File: config.mk
export PLATFORM = sky130hd
export DESIGN_NAME = secure_parity_router
export DESIGN_NICKNAME = d
export VERILOG_FILES = /design/src/rtl/secure_parity_router.sv
export SDC_FILE = /design/constraint.sdc
export NUM_CORES = 1
export LEC_CHECK = 0
export ABC_AREA = 1
export BUFFER_PORTS_ARGS = -buffer_cell sky130_fd_sc_hd__clkbuf_2
export CAP_MARGIN = 20
export CORE_MARGIN = 1
export CORE_UTILIZATION = 33
export CTS_CLUSTER_SIZE = 12
export DETAILED_ROUTE_END_ITERATION = 6
export PLACE_DENSITY_LB_ADDON = 0.05
export SLEW_MARGIN = 40
export SYNTH_ARGS = -nofsm -noshare
export SYNTH_HDL_FRONTEND = slang
export SYNTH_SLANG_ARGS = --single-unit
export TNS_END_PERCENT = 10
File: constraint.sdc
create_clock -name clock -period 3.25 [get_ports clock]
set_input_delay 0.325 -clock clock [delete_from_list [all_inputs] [get_ports clock]]
set_output_delay 0.325 -clock clock [all_outputs]
set_load 0.01 [all_outputs]
File: src/rtl/secure_parity_router.sv
`default_nettype none
// ============================================================================
//  Module      : secure_parity_router
//  Description : Password-gated session controller. After a successful
//                authentication each confirm press captures din and strobes
//                en_left (odd data) or en_right (even data) for one cycle.
//                Repeated failed attempts trigger a timed lockout.
//  Revision    : 1.0 - initial release
// ============================================================================
module secure_parity_router #(
  parameter int DATA_W      = 4,
  parameter int PASS_W      = 4,
  parameter int MAX_TRIES   = 3,
  parameter int LOCK_CYCLES = 16,
  localparam int CNT_W      = $clog2(MAX_TRIES + 1),
  localparam int TMR_W      = $clog2(LOCK_CYCLES + 1)
) (
  input  logic              clock,
  input  logic              reset,
  input  logic              request,
  input  logic              confirm,
  input  logic [PASS_W-1:0] secret_pass,
  input  logic [PASS_W-1:0] pass_data,
  input  logic [DATA_W-1:0] din,
  output logic              en_left,
  output logic              en_right,
  output logic [DATA_W-1:0] dout,
  output logic              granted,
  output logic              locked,
  output logic [CNT_W-1:0]  attempts_left
);

  localparam logic [CNT_W-1:0] C_MAX_TRIES   = CNT_W'(MAX_TRIES);
  localparam logic [TMR_W-1:0] C_LOCK_CYCLES = TMR_W'(LOCK_CYCLES);
  localparam logic [CNT_W-1:0] C_CNT_ONE     = CNT_W'(1);
  localparam logic [TMR_W-1:0] C_TMR_ONE     = TMR_W'(1);

  typedef enum logic [2:0] {
    S_IDLE    = 3'd0,
    S_AUTH    = 3'd1,
    S_GRANTED = 3'd2,
    S_ROUTE   = 3'd3,
    S_LOCKOUT = 3'd4
  } state_t;

  state_t           r_state;
  state_t           w_state_next;
  logic             r_confirm_q;
  logic             w_cpulse;
  logic [CNT_W-1:0] r_fail_cnt;
  logic [CNT_W-1:0] w_fail_next;
  logic [CNT_W-1:0] w_fail_inc;
  logic [TMR_W-1:0] r_timer;
  logic [TMR_W-1:0] w_timer_next;
  logic             w_capture;

  // A held confirm only acts on its rising edge.
  assign w_cpulse = confirm & ~r_confirm_q;

  // Saturating increment of the failure count.
  assign w_fail_inc = (r_fail_cnt < C_MAX_TRIES) ? (r_fail_cnt + C_CNT_ONE) : r_fail_cnt;

  // Confirm history register for edge detection.
  always_ff @(posedge clock or negedge reset) begin
    if (!reset) begin
      r_confirm_q <= 1'b0;
    end else begin
      r_confirm_q <= confirm;
    end
  end

  // Next-state, failure-count and lockout-timer decisions.
  always_comb begin
    w_state_next = r_state;
    w_fail_next  = r_fail_cnt;
    w_timer_next = r_timer;
    w_capture    = 1'b0;
    case (r_state)
      S_IDLE: begin
        if (request) begin
          w_state_next = S_AUTH;
        end
      end
      S_AUTH: begin
        if (!request) begin
          w_state_next = S_IDLE;
        end else if (w_cpulse) begin
          if (pass_data == secret_pass) begin
            w_state_next = S_GRANTED;
            w_fail_next  = '0;
          end else begin
            w_fail_next = w_fail_inc;
            if (w_fail_inc == C_MAX_TRIES) begin
              w_state_next = S_LOCKOUT;
              w_timer_next = C_LOCK_CYCLES;
            end
          end
        end
      end
      S_GRANTED: begin
        if (!request) begin
          w_state_next = S_IDLE;
        end else if (w_cpulse) begin
          w_state_next = S_ROUTE;
          w_capture    = 1'b1;
        end
      end
      S_ROUTE: begin
        w_state_next = request ? S_GRANTED : S_IDLE;
      end
      S_LOCKOUT: begin
        // Inputs are ignored; leave when the timer reaches zero.
        if (r_timer != '0) begin
          w_timer_next = r_timer - C_TMR_ONE;
        end
        if (r_timer <= C_TMR_ONE) begin
          w_state_next = S_IDLE;
          w_fail_next  = '0;
          w_timer_next = '0;
        end
      end
      default: begin
        w_state_next = S_IDLE;
      end
    endcase
  end

  // State, counter and timer registers.
  always_ff @(posedge clock or negedge reset) begin
    if (!reset) begin
      r_state    <= S_IDLE;
      r_fail_cnt <= '0;
      r_timer    <= '0;
    end else begin
      r_state    <= w_state_next;
      r_fail_cnt <= w_fail_next;
      r_timer    <= w_timer_next;
    end
  end

  // Outputs are registered from the next-state decision so they line up
  // with the state they describe.
  always_ff @(posedge clock or negedge reset) begin
    if (!reset) begin
      en_left       <= 1'b0;
      en_right      <= 1'b0;
      dout          <= '0;
      granted       <= 1'b0;
      locked        <= 1'b0;
      attempts_left <= C_MAX_TRIES;
    end else begin
      en_left       <= w_capture &  din[0];
      en_right      <= w_capture & ~din[0];
      if (w_capture) begin
        dout <= din;
      end
      granted       <= (w_state_next == S_GRANTED) || (w_state_next == S_ROUTE);
      locked        <= (w_state_next == S_LOCKOUT);
      attempts_left <= C_MAX_TRIES - w_fail_next;
    end
  end

endmodule
`default_nettype wire

==> impl_metrics.prom <==
# TYPE chip_impl_metric gauge
chip_impl_metric{name="insertedDiodeCount",unit=""} 0
chip_impl_metric{name="globalRoute.totalOverflow",unit=""} 0
chip_impl_info{name="cts-root-buf",value="sky130_fd_sc_hd__clkbuf_4"} 1
chip_impl_metric{name="finalWorstSetupSlack",unit="ps"} 1860
chip_impl_metric{name="crit_path_max_fanout",unit=""} 6
chip_impl_info{name="timing.hold.worst.class",value="in2reg"} 1
chip_impl_info{name="rr_startpoint",value="r_timer[1]$_DFFE_PN0P_"} 1
chip_impl_info{name="cp_top_family",value="simple AND/OR/NAND/NOR gates"} 1
chip_impl_info{name="yosysTopAreaCell",value="sky130_fd_sc_hd__dfrtp_1"} 1
chip_impl_metric{name="drtPass1Iterations",unit=""} 4
chip_impl_metric{name="skew_pair_late_insertion_delay",unit="ps"} 310
chip_impl_metric{name="report.final.hold_viol_count",unit=""} 0
chip_impl_metric{name="global_placer_s_final_weighted_congestion",unit=""} 0.749
chip_impl_metric{name="maxSlewHeadroom",unit="%"} 64.2
chip_impl_info{name="crit_path_end_kind",value="flip-flop"} 1
chip_impl_metric{name="synth_top_area_share",unit="%"} 40.4
chip_impl_metric{name="num_io_pins",unit=""} 26
chip_impl_info{name="worstPathCellList",value="inv_1 -> ha_1 -> nor2_1 -> nand3_1 -> nand2_4 -> nand2_4 -> nand2_1 -> nand2_1"} 1
chip_impl_metric{name="syn_to_final_growth",unit="%"} 18.6
chip_impl_metric{name="critical_path_required",unit="ps"} 3470
chip_impl_metric{name="max_cap_violations",unit=""} 0
chip_impl_metric{name="start_util",unit="%"} 35.0
chip_impl_metric{name="crit_path_largest_cell_delay",unit="ps"} 420
chip_impl_metric{name="layoutNonFillerInstCount",unit=""} 218
chip_impl_metric{name="worst_ep_arrival_time",unit="ps"} 1610
chip_impl_metric{name="reg2reg_setup_slack",unit="ps"} 1860
chip_impl_metric{name="power_frac_seq",unit="%"} 53.9
chip_impl_metric{name="route.vias.total",unit=""} 964
chip_impl_info{name="status",value="completed"} 1
chip_impl_metric{name="floorplan.rows",unit=""} 21
chip_impl_metric{name="clockBufferDepth",unit=""} 2
chip_impl_metric{name="preCtsSetupSlack",unit="ps"} 1880
chip_impl_metric{name="post_cts.resized_instances",unit=""} 0
chip_impl_metric{name="grt_pass1_vias",unit=""} 1001
chip_impl_metric{name="placed_cells_incl_taps",unit=""} 213
chip_impl_metric{name="power_switching_share",unit="%"} 32.8
chip_impl_metric{name="coreArea",unit="mm2"} 0.00336
chip_impl_metric{name="detailedRoute.firstIterationViolations",unit=""} 38
chip_impl_metric{name="place.port_buffers",unit=""} 25
chip_impl_info{name="cts_tree",value="done"} 1
chip_impl_info{name="worst_hold_startpoint",value="confirm"} 1
chip_impl_metric{name="leakagePower",unit="nW"} 0.774
chip_impl_metric{name="power_density",unit="mW/mm2"} 429
chip_impl_metric{name="fin_crit",unit="ps"} 1390
chip_impl_metric{name="combined_area_of_the_multi_input_logic_cells",unit="um2"} 554
chip_impl_metric{name="clock-skew-final",unit="ps"} 7.83
chip_impl_metric{name="synthesis.area_per_instance",unit="um2"} 8.28
chip_impl_metric{name="max_freq",unit="GHz"} 0.719
chip_impl_metric{name="floorplan.die.height",unit="um"} 61.7
chip_impl_metric{name="netSwitchingPower",unit="W"} 0.000197
chip_impl_metric{name="netlist-cell-type-count",unit=""} 24
chip_impl_metric{name="finalWirelength",unit="um"} 2210
chip_impl_metric{name="timing_worst_slew_pin_value",unit="ps"} 538
chip_impl_metric{name="detailed_place_hpwl",unit="um"} 1710
chip_impl_metric{name="gr-usage-all-layers",unit="%"} 14.5
chip_impl_metric{name="detail_route.vias_per_cell",unit=""} 4.42
chip_impl_info{name="timing_worst_setup_path_type",value="reg2reg"} 1
chip_impl_metric{name="syn-num-nets",unit=""} 161
chip_impl_metric{name="drtAntennaViolNets",unit=""} 0
chip_impl_metric{name="num-fill-cells",unit=""} 384
chip_impl_metric{name="grt_pass1_wl",unit="um"} 4060
chip_impl_metric{name="hold_buffers",unit=""} 1
chip_impl_metric{name="syn_area",unit="mm2"} 0.00118
chip_impl_metric{name="number_of_h_tree_branching_levels",unit=""} 1
chip_impl_metric{name="timing.critical_path.buf_inv",unit=""} 1
chip_impl_metric{name="routed_wire_length_per_instance",unit="um"} 10.1
chip_impl_metric{name="share_of_the_yosys_chip_area_belonging_to_registers",unit="%"} 44.9
chip_impl_metric{name="clkPwrFrac",unit="%"} 21.9
chip_impl_metric{name="combined_flip_flop_and_latch_cell_area",unit="um2"} 528
chip_impl_metric{name="fp.dieArea",unit="mm2"} 0.00381
chip_impl_metric{name="cts.reportedPaths.clkPinSlew",unit="ps"} 130
chip_impl_info{name="grt_setup_unrepaired",value="false"} 1
chip_impl_metric{name="final_period_utilization",unit="%"} 42.8
chip_impl_info{name="slowest_stage",value="sky130_fd_sc_hd__dfrtp_1"} 1
chip_impl_metric{name="cts_made_buffers",unit=""} 3
chip_impl_metric{name="yosys_warnings",unit=""} 0
chip_impl_metric{name="post_cts_buffers",unit=""} 0
chip_impl_metric{name="finalSetupViolCount",unit=""} 0
chip_impl_metric{name="drive_gt1_share",unit="%"} 31.4
chip_impl_info{name="worstSetupStartpointType",value="flip-flop"} 1
chip_impl_metric{name="setup_tns",unit="ps"} 0
chip_impl_metric{name="finish.net_count",unit=""} 192
chip_impl_metric{name="power_frac_comb",unit="%"} 24.2
chip_impl_metric{name="grt_start_max_net_pins",unit=""} 22
chip_impl_info{name="crit_path_start",value="r_timer[1]$_DFFE_PN0P_"} 1
chip_impl_info{name="netlist_top_cells_area",value="sky130_fd_sc_hd__dfrtp_1 (40%), sky130_fd_sc_hd__nand2_1 (13%), sky130_fd_sc_hd__inv_1 (6.4%)"} 1
chip_impl_metric{name="ff_latch_count_synth",unit=""} 21
chip_impl_metric{name="number_of_clock_sinks",unit=""} 21
chip_impl_metric{name="final_max_slew_viol_count",unit=""} 0
chip_impl_metric{name="drt_drc_violations_left",unit=""} 0
chip_impl_metric{name="grt_antenna_before_repair",unit=""} 0
chip_impl_metric{name="internal_power",unit="W"} 0.000402
chip_impl_metric{name="worst_ir_drop_vdd",unit="mV"} 0.218
chip_impl_metric{name="post_synth_inst_count",unit=""} 142
chip_impl_metric{name="die_x",unit="um"} 61.7
## stage by stage
| stage | instance area [um2] | hold WS (ps) | utilization, % | power, W |
|---|---|---|---|---|
| floorplan | 1180 | 29.4 | - | 0.000425 |
| global placement | 1360 | 327 | 40.4 | 0.000472 |
| detailed placement | 1360 | 336 | 40.4 | 0.000473 |
| CTS | 1400 | 165 | 41.5 | 0.000608 |
| global route | 1400 | 149 | 41.5 | 0.000644 |
| finish | 1400 | 172 | 41.5 | 0.000599 |
## path summary, 6_finish.rpt
path | to | cells after the start
setup / recovery | r_timer[4]$_DFFE_PN0P_ | 8
min in group asynchronous | dout[0]$_DFFE_PN0P_ | 2
setup reg to reg | r_timer[4]$_DFFE_PN0P_ | 8
max in group asynchronous | attempts_left[1]$_DFF_PN1_ | 2
hold / removal | r_confirm_q$_DFF_PN0_ | 1
hold reg to reg | dout[1]$_DFFE_PN0P_ | 1
## power groups by stage
| stage | sequential [W] | clock (W) | combinational (W) |
|---|---|---|---|
| 2_1_floorplan | 0.000332 | 0 | 0.0000925 |
| 5_1_grt | 0.000328 | 0.000149 | 0.000167 |
| 6_report | 0.000323 | 0.000131 | 0.000145 |
| 4_1_cts | 0.000323 | 0.000137 | 0.000147 |
| 3_3_place_gp | 0.000328 | 0 | 0.000144 |
| 3_5_place_dp | 0.000328 | 0 | 0.000145 |
## synthesized netlist by cell type, drive strengths merged
library cell,instances
ha,3
mux2,3
or2,1
nand4,3
inv,25
nor3,3
nor2,14
a21oi,6
nand2,46
o211ai,2
o21ai,1
xor2,1
nand3b,1
dfstp,2
dfrtp,19
nand3,12
## registers in the layout, summed over array words and instances (netlist names)
| name | count |
|---|---|
| r_state | 3 |
| r_fail_cnt | 2 |
| en_left | 1 |
| r_timer | 5 |
| granted | 1 |
| r_confirm_q | 1 |
| attempts_left | 2 |
| dout | 4 |
| locked | 1 |
| en_right | 1 |
## per-layer routing
| metal | up-vias | routed length, um | global-route usage, % | part of all wire (%) |
|---|---|---|---|---|
| met3 | 5 | 63 | 1.86 | 2.9 |
| met4 | 0 | 40 | 6.67 | 1.8 |
| met1 | 445 | 1070 | 18.9 | 49 |
| met5 | - | 0 | 0 | 0 |
| met2 | 14 | 1030 | 24.0 | 47 |
| li1 | 500 | - | - | - |
## cell type report
type | count | area share, %
Clock buffer | 4 | 1.88
Inverter | 25 | 6.73
Multi-Input combinational cell | 96 | 39.7
Sequential cell | 21 | 37.8
Tap cell | 46 | 4.13
Timing Repair Buffer | 26 | 9.69
## placed cells by master (no fill, tap or decap), drive strengths merged
master	Yosys	layout
inv	25	25
nor3	3	3
dlygate4sd3	0	1
nand3b	1	1
dfrtp	19	19
mux2	3	3
nor2	14	14
nand3	12	12
dfstp	2	2
ha	3	3
nand2	46	46
o211ai	2	2
or2	1	1
nand4	3	3
xor2	1	1
a21oi	6	6
o21ai	1	1
clkbuf	0	29
## cells by family after synthesis
group | after synthesis | share of synthesized area (%)
flip-flops | 21 | 44.9
AND/OR/NAND/NOR | 80 | 35.7
AO/OA/AOI/OAI | 9 | 4.57
multiplexers | 3 | 2.87
adder cells (fa/ha/maj) | 3 | 3.19
XOR/XNOR | 1 | 0.745
buffers and inverters | 25 | 7.98
(Power assumes the default switching activity.)
